==> src/rtl/cmm_pkg.sv <==
// Shared definitions for the complex 2x2 matrix loader/transmitter pair:
// default widths, stream FSM states and the (row, col, imag) element ordering.
package cmm_pkg;

  localparam int CMM_DATA_W = 19;
  localparam int CMM_ACC_W  = 40;
  localparam int CMM_FRAC   = 16;
  localparam int CMM_ELEMS  = 8;

  typedef enum logic [1:0] {
    ST_IDLE,
    ST_SEND,
    ST_DONE
  } cmm_state_t;

  typedef logic [2:0] elem_idx_t;

  // imag is innermost, then col, then row
  function automatic elem_idx_t elem_index(input logic row, input logic col, input logic imag);
    return {row, col, imag};
  endfunction

endpackage

==> src/rtl/fixed_point_narrow.sv <==
// Round-half-up and saturate one signed accumulator word down to the
// signed operand width.
module fixed_point_narrow #(
  parameter int ACC_W  = 40,
  parameter int DATA_W = 19,
  parameter int FRAC   = 16
) (
  input  logic signed [ACC_W-1:0]  x,
  output logic signed [DATA_W-1:0] y,
  output logic                     sat
);

  localparam logic signed [ACC_W:0] HALF  = (ACC_W+1)'(1) << (FRAC-1);
  localparam logic signed [ACC_W:0] MAX_T = {{(ACC_W-DATA_W+2){1'b0}}, {(DATA_W-1){1'b1}}};
  localparam logic signed [ACC_W:0] MIN_T = ~MAX_T;

  logic signed [ACC_W:0] sum;
  logic signed [ACC_W:0] t;

  always_comb begin
    // one extra bit so adding the rounding half can never wrap
    sum = {x[ACC_W-1], x} + HALF;
    t   = sum >>> FRAC;
    sat = 1'b0;
    y   = t[DATA_W-1:0];
    if (t > MAX_T) begin
      y   = {1'b0, {(DATA_W-1){1'b1}}};
      sat = 1'b1;
    end else if (t < MIN_T) begin
      y   = {1'b1, {(DATA_W-1){1'b0}}};
      sat = 1'b1;
    end
  end

endmodule

==> src/rtl/complex_matrix_result_transmitter.sv <==
// Captures the 2x2 complex result matrix in one load, narrows each element,
// and streams the eight words out with row/col/imag tags over a valid/ready port.
module complex_matrix_result_transmitter
  import cmm_pkg::*;
#(
  parameter int DATA_W = CMM_DATA_W,
  parameter int ACC_W  = CMM_ACC_W,
  parameter int FRAC   = CMM_FRAC
) (
  input  logic                       clk,
  input  logic                       reset,
  input  logic [CMM_ELEMS*ACC_W-1:0] result_in,
  input  logic                       result_valid,
  output logic                       load_ready,
  output logic signed [DATA_W-1:0]   matrix_out,
  output logic                       out_row,
  output logic                       out_col,
  output logic                       out_imag,
  output logic                       out_valid,
  input  logic                       out_ready,
  output logic                       out_last,
  output logic                       done,
  output logic                       sat_flag
);

  localparam elem_idx_t LAST_IDX = elem_index(1'b1, 1'b1, 1'b1);

  logic signed [DATA_W-1:0] narrow_word [CMM_ELEMS];
  logic [CMM_ELEMS-1:0]     narrow_sat;

  genvar gi;
  generate
    for (gi = 0; gi < CMM_ELEMS; gi++) begin : g_narrow
      fixed_point_narrow #(
        .ACC_W (ACC_W),
        .DATA_W(DATA_W),
        .FRAC  (FRAC)
      ) u_narrow (
        .x  (result_in[gi*ACC_W +: ACC_W]),
        .y  (narrow_word[gi]),
        .sat(narrow_sat[gi])
      );
    end
  endgenerate

  cmm_state_t               state_reg, state_next;
  elem_idx_t                index_reg, index_next;
  logic signed [DATA_W-1:0] word_reg [CMM_ELEMS];
  logic                     sat_reg;
  logic                     load_en;

  always_comb begin
    state_next = state_reg;
    index_next = index_reg;
    load_en    = 1'b0;
    case (state_reg)
      ST_IDLE: begin
        if (result_valid) begin
          load_en    = 1'b1;
          index_next = '0;
          state_next = ST_SEND;
        end
      end
      ST_SEND: begin
        if (out_ready) begin
          if (index_reg == LAST_IDX) state_next = ST_DONE;
          else                       index_next = index_reg + 3'd1;
        end
      end
      ST_DONE: state_next = ST_IDLE;
      default: state_next = ST_IDLE;
    endcase
  end

  always_ff @(posedge clk or negedge reset) begin
    if (!reset) begin
      state_reg <= ST_IDLE;
      index_reg <= '0;
      sat_reg   <= 1'b0;
      for (int i = 0; i < CMM_ELEMS; i++) word_reg[i] <= '0;
    end else begin
      state_reg <= state_next;
      index_reg <= index_next;
      if (load_en) begin
        sat_reg <= |narrow_sat;
        for (int i = 0; i < CMM_ELEMS; i++) word_reg[i] <= narrow_word[i];
      end
    end
  end

  // every output is a pure function of registers, so out_ready never reaches them
  always_comb begin
    load_ready = (state_reg == ST_IDLE);
    out_valid  = (state_reg == ST_SEND);
    done       = (state_reg == ST_DONE);
    sat_flag   = sat_reg;
    matrix_out = out_valid ? word_reg[index_reg] : '0;
    out_row    = out_valid & index_reg[2];
    out_col    = out_valid & index_reg[1];
    out_imag   = out_valid & index_reg[0];
    out_last   = out_valid & (index_reg == LAST_IDX);
  end

endmodule

==> config.mk <==
export PLATFORM = sky130hd
export DESIGN_NAME = complex_matrix_result_transmitter
export DESIGN_NICKNAME = d
export VERILOG_FILES = /design/src/rtl/cmm_pkg.sv /design/src/rtl/fixed_point_narrow.sv /design/src/rtl/complex_matrix_result_transmitter.sv
export SDC_FILE = /design/constraint.sdc
export NUM_CORES = 1
export LEC_CHECK = 0
export CAP_MARGIN = 0
export CELL_PAD_IN_SITES_DETAIL_PLACEMENT = 2
export CELL_PAD_IN_SITES_GLOBAL_PLACEMENT = 2
export CORE_MARGIN = 10
export CORE_UTILIZATION = 28
export DETAILED_ROUTE_END_ITERATION = 8
export GPL_ROUTABILITY_DRIVEN = 0
export PLACE_DENSITY = 0.8
export SYNTH_ARGS = -nofsm -noshare
export SYNTH_HDL_FRONTEND = slang
export SYNTH_SLANG_ARGS = --single-unit
==> constraint.sdc <==
create_clock -name clk -period 3.2 [get_ports clk]
set_clock_uncertainty 0.15 [all_clocks]
set_input_delay 0.64 -clock clk [delete_from_list [all_inputs] [get_ports clk]]
set_output_delay 0.64 -clock clk [all_outputs]
set_load 0.05 [all_outputs]
======== Word level (Yosys, flattened, before mapping) ========
Cells that the tools add are included.
word-level totals
  register bits ........................... 158
  input bits .............................. 324
  logic and storage cells ................. 100
operators by class
  add/sub/neg operators ................... 9
  magnitude comparators ................... 17
  equal/unequal tests ..................... 7
  multiplexer cells ....................... 46
  bitwise operators ....................... 5
  reductions and logical operators ........ 5
operators by type and width
  operator                                                                            count
  19-bit 2-to-1 mux                                                                   19
  40-bit by 17-bit adder with 41-bit output (second input constant)                   8
  25-bit by 19-bit greater-than comparator with 1-bit output (second input constant)  8
  25-bit by 19-bit < comparator with 1-bit output (second input constant)             8
  19-bit binary-select mux with 3-bit select                                          1
  1-bit 2-to-1 mux                                                                    18
  3-bit 2-to-1 mux                                                                    3
  8-bit OR reduction                                                                  1
  2-bit 2-to-1 mux                                                                    3
  3-bit case mux with 2 select lines                                                  1
  1-bit AND                                                                           4
  4-bit greater-or-equal comparator (second input constant)                           1
  2-bit by 1-bit != test with 1-bit output (second input constant)                    2
  2-bit != test (second input constant)                                               2
  3-bit inverter with 4-bit output                                                    1
  2-bit case mux with 2 select lines                                                  1
  4-bit AND reduction                                                                 1
  3-bit by 1-bit adder with 3-bit output (second input constant)                      1
  3-bit == test (second input constant)                                               1
  3-bit AND reduction                                                                 1
  2-bit by 1-bit == test with 1-bit output (second input constant)                    1
  2-bit == test (second input constant)                                               1
  2-bit zero test                                                                     1
  2-bit nonzero test                                                                  1

======== Depth between registers and ports, before layout ========
  depth after elaboration ................. 5
  gate-level depth with buffers ........... 11
  depth with buffers taken out ............ 9

======== Hierarchy ========
Synthesis repeated with hierarchy kept, for this count alone.
unflattened totals
  cell total of the unflattened synthesis .. 1,643
  area total of the unflattened synthesis .. 15,549.9 µm²
modules (own cells, without submodules)
  module                             instances  cells each  area an instance (µm²)  seq. area each (µm²)
  fixed_point_narrow                 8          145         1,028.5                 0.0
  complex_matrix_result_transmitter  1          483         7,322.0                 3,953.8

======== Least setup slack after synthesis ========
OpenSTA, ideal clock, no wires.
  path type ............................... register to output
  from .................................... register index_reg[0]
  to ...................................... output port matrix_out[9]
  arrival time ............................ 2,469 ps
  required time ........................... 2,410 ps
  slack ................................... -59 ps
  cell stages (with the launch flop) ...... 6
  buffers on the path ..................... 2
  path through ............................ dfrtp_1 -> buf_1 -> clkbuf_1 -> mux4_2 -> mux2i_1 -> nor2_1
between the ends
  word-level cells in the longest chain between the ends .. 5
RTL lines
  item                                                    RTL line                                 RTL
  start: declaration                                      complex_matrix_result_transmitter.sv:47  elem_idx_t index_reg, index_next;
  start signal: assignment                                complex_matrix_result_transmitter.sv:83  index_reg <= index_next;
  3-bit inverter with 4-bit output (not written as such)  complex_matrix_result_transmitter.sv:97  matrix_out = out_valid ? word_reg[index_reg] : '0;
  19-bit binary-select mux with 3-bit select              complex_matrix_result_transmitter.sv:97
  19-bit 2-to-1 mux (not written as such) (2 in a row)    complex_matrix_result_transmitter.sv:97
  19-bit 2-to-1 mux                                       complex_matrix_result_transmitter.sv:97
  end: declaration                                        complex_matrix_result_transmitter.sv:15  output logic signed [DATA_W-1:0] matrix_out,
Every way passes these cells. The select of a mux whose other input is x is not followed.

======== Worst setup path in the final report ========
  from .................................... input port result_in[258]
  to ...................................... register word_reg[35] in the netlist's numbering
between the ends
  word-level cells in the longest chain between the ends .. 4
  elaborated cells between the ends (all ways) .. 5
  classes of those cells .................. add/sub: 1; order compare: 2; mux: 2
RTL lines
  item                                             RTL line                                 RTL
  start: declaration                               complex_matrix_result_transmitter.sv:12  input logic [CMM_ELEMS*ACC_W-1:0] result_in,
  40-bit by 17-bit adder with 41-bit output *      fixed_point_narrow.sv:22                 sum = {x[ACC_W-1], x} + HALF;
  25-bit by 19-bit < comparator with 1-bit output  fixed_point_narrow.sv:29                 end else if (t < MIN_T) begin
  19-bit 2-to-1 mux                                fixed_point_narrow.sv:29
  19-bit 2-to-1 mux *                              fixed_point_narrow.sv:26                 if (t > MAX_T) begin
  end: declaration                                 complex_matrix_result_transmitter.sv:48  logic signed [DATA_W-1:0] word_reg [CMM_ELEMS];
Mark *: on every way between the ends. The rest lies on a longest branch, timed or not.
A chain may end at the register's enable or synchronous reset.

==> results.yml <==
logic_synthesis:
  yosysSeqAreaShare_pct: 32.8
  synth_edf_count: 0
  synthCells: 1366
  avgSynthCellArea_um2: 8.83
  synth-async-reset-ratio_pct: 100
  synth.net_count: 1700
  yosys.area.top_type: "dfrtp_1"
  synth_area_mm2: 0.0121
  yosysUniqueCellTypes: 79
  synth_top_area_share_pct: 32.8
  synth_seq_cells: 158
  ys.flop_type: "dfrtp_1"
  synth_warnings: 0
  synth.top_cells.by_area: "dfrtp_1, mux4_2, xnor2_1, nand2_1, xor2_1"
floorplan:
  ios: 351
  fp-row-count: 75
  start_util_pct: 28.6
  fp.coreArea_mm2: 0.0422
  die-area_mm2: 0.0518
  die_y_um: 228
  die_w_um: 228
sta:
  hold_viol_final: 4
  hold_ws_ns: -0.00831
  drv_slew: 0
  maxSlewHeadroom_pct: 38.6
  setup_ws_ns: -0.183
  post-route-period-util_pct: 106
  max_freq_ghz: 0.296
  min_period_ns: 3.38
  setup_violations: 30
  tightest_slew_ns: 0.920
finish:
  area_growth_pct: 56.0
  final_common_cell: "buf_4"
  nFillCells: 4503
  final_cell_mix: "buf_4, clkdlybuf4s50_1, dfrtp_1"
  nNetsFinal: 2227
  final_util_pct: 44.6
  drive_gt1_share_pct: 29.3
  stdcell_count: 2446
  largest_reg_flops: 152
cts:
  cts_made_buffers: 17
  cts.htree.levels: 4
  cts_hold_buf: 0
  clk_latency_ns: 0.45
  cts_sinks: 158
  cts_tree: "built"
  cts.clk_slew.worst_paths_ns: 0.08
  clockBufferDepth: 2
  cts_root_buf: "clkbuf_16"
grt:
  grt_pass1_vias: 15500
  grt_antenna_before_repair: 2
  grt_use_total_pct: 24.1
  grt_overflow: 0
  grt_max_degree: 63
  grt_pass1_wl_um: 96700
placed_design:
  dp.cells: 2381
  io_buffers: 230
  dpl.hpwl_um: 46200
drt:
  wl_um: 72600
  vias: 14400
  wl_per_cell_um: 29.7
  route.detailed.drc: 0
  drt_pass1_iterations: 5
  first_iter_violations: 1196
  antenna_left: 0
  avgViaCountPerCell: 5.87
setup_path:
  reg2reg_setup_slack_ns: 0.75
  cp_max_fo: 18
  crit_path_end: "word_reg[35]$_DFFE_PN0P_"
  end_kind: "flip-flop"
  r2r_cells: 5
  worst_setup_path_start_kind: "input port"
  timing.rr.start: "state_reg[0]$_DFFE_PN0P_"
  crit_start: "result_in[258]"
  critPathRequiredTime_ns: 3.33
  timing.rr.end: "sat_flag$_DFFE_PN0P_"
  path_class: "in2reg"
  cp.arrival_ns: 3.51
power_and_ir_drop:
  powerDensity_mw_per_mm2: 640
  max-vdd-ir-drop_mv: 0.637
  power.static_leakage_nw: 7.70
run_status:
  status: "finished with violations"
  violations: "hold timing, setup timing"
flow_run:
  cap_violations: 0
worst_hold_path:
  min_path_type: "in2async"
critical path, cell delays in order:
cell             delay [ns]
clkdlybuf4s50_1        0.52
nand3_1                0.16
or4_4                  0.58
buf_4                  0.18
o21ai_0                0.17
a211oi_1               0.12
or2_1                  0.28
buf_4                  0.15
buf_4                  0.21
a21oi_1                0.31
o21ai_0                0.19
routing by layer:
layer,vias up,wire length (um),global-route usage (%)
li1,6121,-,-
met1,7345,28800,29.6
met2,682,35700,42.8
met3,202,4670,3.28
met4,2,3380,7.70
met5,-,12,0
cell families (layout without fill, tap and decap cells):
logic type | count (synthesis) | after routing | share of synthesized area, %
buffers and inverters | 88 | 628 | 3.12
AOI/OAI and AO/OA | 372 | 372 | 20.8
DFF | 158 | 158 | 32.8
muxes | 61 | 61 | 9.02
xor gates and xnor gates | 144 | 144 | 10.5
and+or+nand+nor | 533 | 533 | 22.8
other | 0 | 1 | 0
adders and majority gates | 10 | 10 | 1.04
cell type report:
cell class | instances | area [um^2] | area share (%)
Multi-Input combinational cell | 1120 | 8150 | 43.3
Timing Repair Buffer | 583 | 5400 | 28.7
Sequential cell | 158 | 3960 | 21.0
Tap cell | 539 | 674 | 3.58
Clock buffer | 21 | 460 | 2.45
Clock inverter | 11 | 136 | 0.725
Inverter | 13 | 48.8 | 0.259
Antenna cell | 1 | 2.50 | 0.0133
worst min path at each step:
stage	from	to	cells past startpoint
floorplan	reset	index_reg[0]$_DFFE_PN0P_	0
global placement	word_reg[37]$_DFFE_PN0P_	word_reg[37]$_DFFE_PN0P_	2
detailed placement	word_reg[33]$_DFFE_PN0P_	word_reg[33]$_DFFE_PN0P_	2
CTS	reset	word_reg[126]$_DFFE_PN0P_	1
global route	reset	word_reg[126]$_DFFE_PN0P_	1
finish	reset	word_reg[138]$_DFFE_PN0P_	1
power breakdown:
| group | total, W | internal [W] | leakage [nW] | switching, W |
|---|---|---|---|---|
| clock network | 0.00219 | 0.00120 | 0.284 | 0.000986 |
| logic | 0.00605 | 0.00265 | 5.64 | 0.00339 |
| registers | 0.00381 | 0.00282 | 1.78 | 0.000995 |
metrics by stage:
stage / setup TNS, ns / total power (W) / worst slack (ns) / instance area, um^2
2_1_floorplan: 0 / 0.00613 / 0.130 / 12100
3_3_place_gp: -39.15 / 0.00871 / -0.478 / 17500
3_5_place_dp: -59.41 / 0.00905 / -0.643 / 17500
4_1_cts: -0.113 / 0.0115 / -0.113 / 18300
5_1_grt: -5.22 / 0.0123 / -0.219 / 18800
6_report: -1.65 / 0.0120 / -0.183 / 18800
cell usage after synthesis (4+ instances only):
library cell  count
a2111oi_0         4
a211o_1           4
a211oi_1          4
a21o_1            4
a21oi_1          63
a31oi_1          12
and2_1            9
and3_1           37
and4_1           14
buf_1             6
buf_2            10
buf_4             5
clkbuf_1         52
dfrtp_1         158
ha_1             10
inv_1            13
mux2i_1          21
mux4_2           38
nand2_1         160
nand2b_1          9
nand3_1          78
nand3b_1          4
nand4_1          38
nand4b_1          4
nor2_1           94
nor2b_1           5
nor3_1           23
nor3b_1           7
nor4_1           10
o211ai_1         75
o21a_1           75
o21ai_0          81
o21ai_1           4
o22a_1           10
o31ai_1           7
or2_2            11
or4_1             5
or4_4             4
xnor2_1          79
xor2_1           65
what timing repair did:
| item | CTS | global route |
|---|---|---|
| endpoints found under the setup margin | 69 | 137 |
| gates cloned | 0 | 2 |
| resized for setup | 49 | 102 |
| setup buffers | 13 | 17 |
| pin swaps | 11 | 39 |
Note: power is estimated with default switching activity, not from simulation.
